`src/rtl/led_pkg.sv`:
```
// Shared LED-block definitions: the scheduler state encoding and the
// half-period helper, which the other LED blocks also use.
package led_pkg;

    // Scheduler phases: waiting for a request, LED lit, LED dark between
    // blinks, and the dark gap that separates one code from the next.
    typedef enum logic [1:0] {
        IDLE = 2'd0,
        ON   = 2'd1,
        OFF  = 2'd2,
        GAP  = 2'd3
    } led_sched_state_t;

    // Returns the number of clk_in cycles in one half of a freq_out period.
    // The division truncates. A zero or negative frequency yields 0, which
    // the caller rejects during elaboration.
    function automatic int led_half_period(input int clk_in, input int freq_out);
        if (freq_out <= 0) begin
            return 0;
        end
        return clk_in / (2 * freq_out);
    endfunction

endpackage

```
`src/rtl/led_rr_arbiter.sv`:
```
// Combinational round-robin arbiter. It picks the first set request at or
// above ptr and wraps around to bit 0 when nothing is set above ptr.
module led_rr_arbiter #(
    parameter int NUM_REQ = 4,
    localparam int PTR_W  = $clog2(NUM_REQ)
) (
    input  logic [NUM_REQ-1:0] req,
    input  logic [PTR_W-1:0]   ptr,
    output logic [NUM_REQ-1:0] gnt,
    output logic               valid
);

    logic [NUM_REQ-1:0] mask;
    logic [NUM_REQ-1:0] masked;
    logic [NUM_REQ-1:0] sel;

    // Thermometer mask that keeps only positions at or above the pointer.
    genvar gi;
    generate
        for (gi = 0; gi < NUM_REQ; gi++) begin : g_mask
            assign mask[gi] = (PTR_W'(gi) >= ptr);
        end
    endgenerate

    // Prefer requests at or above ptr. If there are none, the search wraps,
    // and the lowest set bit of the full request vector wins.
    assign masked = req & mask;
    assign sel    = (|masked) ? masked : req;

    // Isolate the lowest set bit of the selected vector.
    assign gnt    = sel & (~sel + NUM_REQ'(1));
    assign valid  = |req;

endmodule

```
`src/rtl/led_blink_scheduler.sv`:
```
// Shares one status LED among NUM_REQ requesters. Each granted requester
// gets exactly N on/off blinks, then a dark gap, then a one-cycle ack.
module led_blink_scheduler
    import led_pkg::*;
#(
    parameter int CLK_IN      = 300,
    parameter int FREQ_OUT    = 5,
    parameter int NUM_REQ     = 4,
    parameter int CNT_W       = 4,
    parameter int GAP_PERIODS = 2
) (
    input  logic                     i_clk,
    input  logic                     i_reset_n,
    input  logic                     i_en,
    input  logic [NUM_REQ-1:0]       i_req,
    input  logic [NUM_REQ*CNT_W-1:0] i_count,
    output logic [NUM_REQ-1:0]       o_grant,
    output logic [NUM_REQ-1:0]       o_ack,
    output logic                     o_busy,
    output logic                     o_led
);

    localparam int HALF    = led_half_period(CLK_IN, FREQ_OUT);
    localparam int GAP_LEN = GAP_PERIODS * 2 * HALF;
    // The timer must hold both reload values. The gap is normally the longer
    // one, but a zero-period gap would otherwise leave the timer with no bits.
    localparam int TMR_MAX = (GAP_LEN > HALF) ? GAP_LEN : HALF;
    localparam int TMR_W   = $clog2(TMR_MAX + 1);
    localparam int PTR_W   = $clog2(NUM_REQ);

    localparam logic [TMR_W-1:0] HALF_LOAD = TMR_W'(HALF - 1);
    localparam logic [TMR_W-1:0] GAP_LOAD  = (GAP_LEN > 0) ? TMR_W'(GAP_LEN - 1) : '0;

    generate
        if (HALF < 1) begin : g_bad_half
            $error("led_blink_scheduler: CLK_IN/(2*FREQ_OUT) must be at least 1");
        end
        if (NUM_REQ < 2 || NUM_REQ > 8) begin : g_bad_num_req
            $error("led_blink_scheduler: NUM_REQ must be in 2..8");
        end
    endgenerate

    led_sched_state_t       state_q, state_d;
    logic [TMR_W-1:0]       timer_q, timer_d;
    logic [CNT_W-1:0]       remaining_q, remaining_d;
    logic [PTR_W-1:0]       ptr_q, ptr_d;
    logic [PTR_W-1:0]       served_q, served_d;
    logic [NUM_REQ-1:0]     grant_q, grant_d;
    logic [NUM_REQ-1:0]     ack_q, ack_d;
    logic                   led_q, led_d;
    logic                   busy_q, busy_d;

    logic [NUM_REQ-1:0]     arb_gnt;
    logic                   arb_valid;
    logic [PTR_W-1:0]       win_idx;
    logic [CNT_W-1:0]       win_cnt;
    logic [CNT_W-1:0]       count_arr [NUM_REQ];

    logic                   arb_fire;
    logic                   abort;
    logic                   tmr_zero;
    logic                   last_blink;
    logic                   seq_done;
    logic                   zero_done;

    // Split the packed count bus into one entry per requester.
    genvar gi;
    generate
        for (gi = 0; gi < NUM_REQ; gi++) begin : g_count
            assign count_arr[gi] = i_count[gi*CNT_W +: CNT_W];
        end
    endgenerate

    led_rr_arbiter #(
        .NUM_REQ (NUM_REQ)
    ) u_arb (
        .req   (i_req),
        .ptr   (ptr_q),
        .gnt   (arb_gnt),
        .valid (arb_valid)
    );

    // Convert the one-hot arbiter grant to an index.
    always_comb begin
        win_idx = '0;
        for (int k = 0; k < NUM_REQ; k++) begin
            if (arb_gnt[k]) begin
                win_idx = PTR_W'(k);
            end
        end
    end

    assign win_cnt = count_arr[win_idx];

    // Returns the requester after idx, wrapping to 0 after the last one.
    function automatic logic [PTR_W-1:0] ptr_after(input logic [PTR_W-1:0] idx);
        if (int'(idx) == NUM_REQ - 1) begin
            return '0;
        end
        return idx + 1'b1;
    endfunction

    // Arbitration is blocked while an ack is visible. A requester that drops
    // its request on the ack edge must not be served a second time.
    assign arb_fire   = (state_q == IDLE) && i_en && arb_valid && (ack_q == '0);
    assign abort      = (state_q != IDLE) && !i_en;
    assign tmr_zero   = (timer_q == '0);
    assign last_blink = (remaining_q <= CNT_W'(1));
    // A sequence normally ends when the gap expires. With a zero-length gap
    // it ends when the last dark phase expires.
    assign seq_done   = !abort && tmr_zero &&
                        ((state_q == GAP) ||
                         ((state_q == OFF) && last_blink && (GAP_LEN == 0)));
    assign zero_done  = arb_fire && (win_cnt == '0);

    // State register: the FSM, the counters and all registered outputs.
    always_ff @(posedge i_clk or negedge i_reset_n) begin
        if (!i_reset_n) begin
            state_q     <= IDLE;
            timer_q     <= '0;
            remaining_q <= '0;
            ptr_q       <= '0;
            served_q    <= '0;
            grant_q     <= '0;
            ack_q       <= '0;
            led_q       <= 1'b0;
            busy_q      <= 1'b0;
        end else begin
            state_q     <= state_d;
            timer_q     <= timer_d;
            remaining_q <= remaining_d;
            ptr_q       <= ptr_d;
            served_q    <= served_d;
            grant_q     <= grant_d;
            ack_q       <= ack_d;
            led_q       <= led_d;
            busy_q      <= busy_d;
        end
    end

    // Next-state logic: phase sequencing, timer reloads, blink countdown and
    // pointer advance. An abort takes priority over any phase end.
    always_comb begin
        state_d     = state_q;
        timer_d     = timer_q;
        remaining_d = remaining_q;
        ptr_d       = ptr_q;
        served_d    = served_q;
        if (abort) begin
            // The pointer is left alone, so the aborted requester is served
            // first again.
            state_d     = IDLE;
            timer_d     = '0;
            remaining_d = '0;
        end else begin
            unique case (state_q)
                IDLE: begin
                    if (arb_fire) begin
                        served_d    = win_idx;
                        remaining_d = win_cnt;
                        if (win_cnt != '0) begin
                            state_d = ON;
                            timer_d = HALF_LOAD;
                        end else begin
                            ptr_d = ptr_after(win_idx);
                        end
                    end
                end
                ON: begin
                    if (tmr_zero) begin
                        state_d = OFF;
                        timer_d = HALF_LOAD;
                    end else begin
                        timer_d = timer_q - 1'b1;
                    end
                end
                OFF: begin
                    if (tmr_zero) begin
                        if (remaining_q != '0) begin
                            remaining_d = remaining_q - 1'b1;
                        end
                        if (!last_blink) begin
                            state_d = ON;
                            timer_d = HALF_LOAD;
                        end else if (GAP_LEN > 0) begin
                            state_d = GAP;
                            timer_d = GAP_LOAD;
                        end else begin
                            state_d = IDLE;
                            ptr_d   = ptr_after(served_q);
                        end
                    end else begin
                        timer_d = timer_q - 1'b1;
                    end
                end
                GAP: begin
                    if (tmr_zero) begin
                        state_d = IDLE;
                        ptr_d   = ptr_after(served_q);
                    end else begin
                        timer_d = timer_q - 1'b1;
                    end
                end
                default: begin
                    state_d = IDLE;
                end
            endcase
        end
    end

    // Output logic: the grant is held for the whole sequence and the ack is
    // a single-cycle pulse. The LED and busy outputs follow the next state,
    // so each output register matches the FSM state in the same cycle.
    always_comb begin
        grant_d = grant_q;
        ack_d   = '0;
        if (abort || seq_done) begin
            grant_d = '0;
        end else if (arb_fire && (win_cnt != '0)) begin
            grant_d = arb_gnt;
        end
        if (seq_done) begin
            ack_d = grant_q;
        end else if (zero_done) begin
            ack_d = arb_gnt;
        end
        led_d  = (state_d == ON);
        busy_d = (state_d != IDLE);
    end

    assign o_grant = grant_q;
    assign o_ack   = ack_q;
    assign o_busy  = busy_q;
    assign o_led   = led_q;

endmodule

```
`config.mk`:
```
export PLATFORM = sky130hd
export DESIGN_NAME = led_blink_scheduler
export DESIGN_NICKNAME = d
export VERILOG_FILES = /design/src/rtl/led_pkg.sv /design/src/rtl/led_rr_arbiter.sv /design/src/rtl/led_blink_scheduler.sv
export SDC_FILE = /design/constraint.sdc
export NUM_CORES = 1
export LEC_CHECK = 0
export ABC_AREA = 0
export CAP_MARGIN = 0
export CORE_MARGIN = 10
export CORE_UTILIZATION = 32
export CTS_CLUSTER_DIAMETER = 60
export DETAILED_ROUTE_END_ITERATION = 6
export SLEW_MARGIN = 20
export SYNTH_ARGS = -nofsm -noshare
export SYNTH_HDL_FRONTEND = slang
export SYNTH_HIERARCHICAL = 1
export SYNTH_SLANG_ARGS = --single-unit
export TNS_END_PERCENT = 1
```
`constraint.sdc`:
```
create_clock -name i_clk -period 2.4 [get_ports i_clk]
set_clock_uncertainty 0.2 [all_clocks]
set_input_delay 0.36 -clock i_clk [delete_from_list [all_inputs] [get_ports i_clk]]
set_output_delay 0.36 -clock i_clk [all_outputs]
set_load 0.1 [all_outputs]
```
# Word level (Yosys, flattened, before mapping)
# Cells that the tools add are included.
# W data, S select, Z words.
# word_totals
register_bits,27
in_bits,23
output_inout_bits,10
elab_cells,116
# classes
add_sub_neg,5
eq_ne,14
magnitude_cmp,6
mux,49
n_reduce_logical,28
n_bitwise,5
# op_table
op,n
$mux W7,7
$mux W4,11
$mux W2,16
$pmux W7 S4,1
$mux W1,10
$ne A3 B3 Y1 const B,3
$and A4 B4 Y4,2
$bmux W4 S2,1
$eq A2 B1 Y1 const B,4
$logic_and A1 B1 Y1,8
$logic_not A4 Y1,2
$pmux W2 S4,1
$pmux W4 S2,1
$reduce_bool A2 Y1,4
$reduce_bool A4 Y1,2
$reduce_or A4 Y1,2
$logic_not A7 Y1,1
$sub A7 B1 Y7 const B,1
$ne A2 B2 Y1 const B,3
$ne A3 B2 Y1 const B,2
$reduce_and A3 Y1,2
$reduce_and A5 Y1,1
$add A2 B1 Y2 const B,2
$add A4 B1 Y4 const B,1
other kinds (15),19

# Longest topological paths before layout
# logic_depth
depth_word,23
ltp_mapped,10
ltp_nobuf,8

# By module
# Netlist, hierarchy kept.
# modules_own_cells
module,seq_area_each_um2,area_each_um2,cells_each,instances
led_blink_scheduler,675.6,1844.3,199,1
led_rr_arbiter,0.0,113.9,18,1

# Worst setup path before layout
# Ideal clock, no wire load.
# synth_path
path_kind,flip-flop to flip-flop
start,"reg ack_q[1], in the netlist o_ack[1]"
end,reg ptr_q[0]
path_slack_ns,-0.361
arrival_ns,2.433
period_less_slack_ns,2.761
t_required_ns,2.073
n_path_buf,0
setup_ns,0.127
path_stages_with_launch,6
path_cell_list,dfrtp_1 or4b_4 or2_4 a221oi_2 nand2b_1 mux2_1
# synth_between
elab_chain_cells,4
# synth_rtl
item,line_no,source
"start, declared",led_blink_scheduler.sv:49,"logic [NUM_REQ-1:0] ack_q, ack_d;"
"start signal, assigned",led_blink_scheduler.sv:135,ack_q <= ack_d;
$logic_not A4 Y1,led_blink_scheduler.sv:105,assign arb_fire = (state_q == IDLE) && i_en && arb_valid && (ack_q == '0);
$logic_and A1 B1 Y1,led_blink_scheduler.sv:105,
$ne A2 B2 Y1 (no line),--,
$reduce_and A5 Y1 (no line),--,
"end signal, assigned",led_blink_scheduler.sv:132,ptr_q <= ptr_d;
"end, declared",led_blink_scheduler.sv:46,"logic [PTR_W-1:0] ptr_q, ptr_d;"
# Every way passes these cells.
# A chain may end at the register's enable or synchronous reset.

# Final worst setup path
# layout_path
start,reg ptr_q[1]
end,reg ptr_q[0]
# layout_between
elab_chain_cells,20
# layout_rtl
item,line_no,source
$ge A1 B2 Y1 / $ge A2 B2 Y1 (equally long branches),led_rr_arbiter.sv:21,assign mask[gi] = (PTR_W'(gi) >= ptr);
$and A4 B4 Y4 (*),led_rr_arbiter.sv:27,assign masked = req & mask;
$reduce_or A4 Y1,led_rr_arbiter.sv:28,assign sel = (|masked) ? masked : req;
$mux W4 (*),led_rr_arbiter.sv:28,
$not A4 Y4,led_rr_arbiter.sv:31,assign gnt = sel & (~sel + NUM_REQ'(1));
$add A4 B1 Y4,led_rr_arbiter.sv:31,
$and A4 B4 Y4 (*),led_rr_arbiter.sv:31,
via arb_gnt[1],led_blink_scheduler.sv:53,logic [NUM_REQ-1:0] arb_gnt;
[... 5 more ...],--,
$mux W1,led_blink_scheduler.sv:161,if (win_cnt != '0) begin
$mux W1,led_blink_scheduler.sv:158,if (arb_fire) begin
$mux W1,led_blink_scheduler.sv:156,unique case (state_q)
$mux W1,led_blink_scheduler.sv:149,if (abort) begin
$mux W2,led_blink_scheduler.sv:100,return idx + 1'b1;
$mux W2,led_blink_scheduler.sv:161,
$mux W2,led_blink_scheduler.sv:158,
$pmux W2 S2,led_blink_scheduler.sv:156,
# The timed path passes the listed nets; every way through them passes the cells marked *. The select of a mux whose other input is x is not followed.

==> results.yml <==
grt:
  grt_pass1_wl_um: 9763
  grt_overflow: 0
  antenna_found_initial: 0
  grt_usage: 0.1196
  grt_pass1_vias: 2001
  grt_max_degree: 28
placed_design:
  place_area_um2: 2616
  dp.cells: 352
  hpwlAfterDp_um: 4307
  portBuffers: 32
  place.gp.congestion: 0.8110
yosys:
  ys_top_cells_by_count: "27 x dfrtp_1, 17 x nor2_1, 16 x a21oi_1"
  synth-seq-area-share: 0.3450
  yosysTopAreaCell: "dfrtp_1"
  synth_area_um2: 1958
  synthTopCellsByArea: "dfrtp_1 35%, a21oi_1 4.1%, a22o_1 3.6%"
  yosysWarnings: 6
  synth_edf_count: 0
  syn-num-nets: 245
  yosys.area.top_type_share: 0.3450
  avgSynthCellArea_um2: 9.024
  ys_async_sr_fraction: 1.000
  syn-instance-count: 217
  synth_top_flop_cell: "dfrtp_1"
  yosysMostFrequentCell: "dfrtp_1"
  synth_cell_types: 59
  synth_seq_cells: 27
drt:
  route.antenna.remaining_nets: 0
  viasPerCell: 5.461
  dr.pass1.iters: 4
  drtIter0Drc: 81
  detail_route.wirelength_um: 5770
  avgRoutedWirePerCell_um: 15.94
  vias: 1977
  drc: 0
timing:
  hold_violations: 0
  setup_ws_ns: -0.08479
  finalSetupViolations: 10
  period_needed_ns: 2.485
  clock.fmax_mhz: 402.4
  period_share: 1.035
  fin_hold_ws_ns: 0.2578
  rsz0062_at_grt: "true"
  slew_viol_final: 0
  slew_headroom: 0.7154
  worst-slew-pin-transition_ns: 0.4215
  setup_tns_ns: -0.6003
floorplanning:
  rows: 28
  core_um2: 5921
  die_h_um: 98.23
  start_util: 0.3307
  die_x_um: 98.23
  io_pins: 33
  die-area_um2: 9648
clock_tree:
  cts_hold_buf: 0
  clk_pin_slew_worst_paths_ns: 0.10
  numCtsBuffers: 3
  insertion_delay_ns: 0.28
  clk_path_buf_depth: 2
  clock-root-buffer: "clkbuf_8"
  cts.sinks: 27
  cts_tree: "done"
  h-tree-depth: 1
worst_setup_path:
  crit_arrival_ns: 2.45
  cpMaxStageDelayCell: "dfrtp_2"
  required_ns: 2.36
  critPathTopFamily: "compound AO/OA/AOI/OAI gates"
  cp_num_cells: 8
  cp_num_buf_inv: 1
  r2r.worst_path.cells: 8
  slowest_delay_ns: 0.45
  end_kind: "register"
  worst_setup_path_start_kind: "register"
  path_cells: "a21oi_2, o221a_4, mux2i_2, o211ai_1, buf_4, a221oi_4, nand2b_4, mux2_4"
  critPathMaxFanout: 5
  worst-setup-path-type: "register to register"
job:
  drv_cap: 0
final_layout:
  fillCellCount: 578
  n_antenna_cell: 0
  final_cells: 362
  final_cell_area_um2: 2764
  drive_gt1_frac: 0.3484
  fin_nets: 316
  areaGrowthSynthToFinish_pct: 41.15
run_status:
  violations: "negative setup slack"
  status: "complete, but fails checks"
power:
  leakagePower_uw: 0.001193
  peakVddDrop_mv: 0.7046
  powerDensity_nw_per_um2: 1171
min_path:
  hp-class: "input port to asynchronous set/reset pin"
layout by cell type (no fill, tap or decap), drive strengths merged, types with 3 or more instances in the layout:
| master | count |
|---|---|
| clkdlybuf4s50 | 18 |
| a22o | 8 |
| nor2 | 18 |
| o21ai | 18 |
| or2 | 3 |
| clkbuf | 3 |
| nor2b | 4 |
| o31ai | 4 |
| mux2 | 5 |
| o221a | 3 |
| inv | 13 |
| mux2i | 4 |
| dfrtp | 27 |
| nor3 | 8 |
| a2111oi | 4 |
| nor3b | 3 |
| buf | 53 |
| nand2 | 15 |
| a211oi | 4 |
| ha | 5 |
| nand2b | 5 |
| o22ai | 4 |
| a21oi | 16 |
stage by stage:
| step | setup slack (ns) | utilization | total power (uW) |
|---|---|---|---|
| after floorplan | -0.1013 | - | 2205 |
| after global placement | -0.6717 | 0.4419 | 2867 |
| after detailed placement | -0.6776 | 0.4419 | 2884 |
| after CTS | -0.09554 | 0.4651 | 3235 |
| after global routing | -0.2098 | 0.4668 | 3509 |
| final | -0.08479 | 0.4668 | 3236 |
flip-flops by register name, indices dropped and copies added, names as in the netlist, 2 cells and up:
signal       count
o_ack            4
timer_q          7
state_q          2
o_grant          4
remaining_q      4
served_q         2
ptr_q            2
routing by layer:
| metal | track usage | wire (um) | up-vias |
|---|---|---|---|
| met5 | 0 | 0 | - |
| met4 | 0.02977 | 67 | 0 |
| met3 | 0.01973 | 254 | 7 |
| met2 | 0.1944 | 2618 | 54 |
| met1 | 0.1598 | 2829 | 942 |
| li1 | - | - | 974 |
layout make-up:
type | instances | area, um^2 | area share
multi-input cells | 168 | 1266 | 0.4581
flip-flops and latches | 27 | 688.2 | 0.2490
repair buffers | 75 | 620.6 | 0.2245
well taps | 75 | 93.84 | 0.03395
inverters | 13 | 48.80 | 0.01766
clock buffers | 3 | 41.29 | 0.01494
clock inverters | 1 | 5.005 | 0.001811
worst paths after layout:
kind	end	startpoint	slack [ns]
worst max-delay path	ptr_q[0]	ptr_q[1]	-0.08
worst min-delay path	timer_q[5]	i_reset_n	0.26
worst max register to register	ptr_q[0]	ptr_q[1]	-0.08
worst min register to register	remaining_q[1]	remaining_q[1]	0.32
max in group asynchronous	o_ack[3]	i_reset_n	1.45
min in group i_clk	remaining_q[1]	remaining_q[1]	0.32
what timing repair did:
action,4_1_cts,5_1_grt
setup buffers,5,0
gates cloned,1,0
hold endpoints to repair,0,0
pin swaps,5,6
endpoints found under the setup margin,24,20
gates resized for setup,18,5
cell families after synthesis:
family,after synthesis,share of synthesized area
buffers and inverters,23,0.05175
AND/OR/NAND/NOR,69,0.1898
flip-flops,27,0.3450
XOR/XNOR,1,0.004474
adder cells (fa/ha/maj),5,0.03195
AO/OA/AOI/OAI,83,0.3278
multiplexers,9,0.04920
power breakdown:
| part | switching [uW] | internal [uW] |
|---|---|---|
| Clock | 147 | 116 |
| Sequential | 142 | 630 |
| Combinational | 1270 | 927 |
| Total | 1560 | 1670 |
No activity file was read; power rests on OpenSTA's default activity.
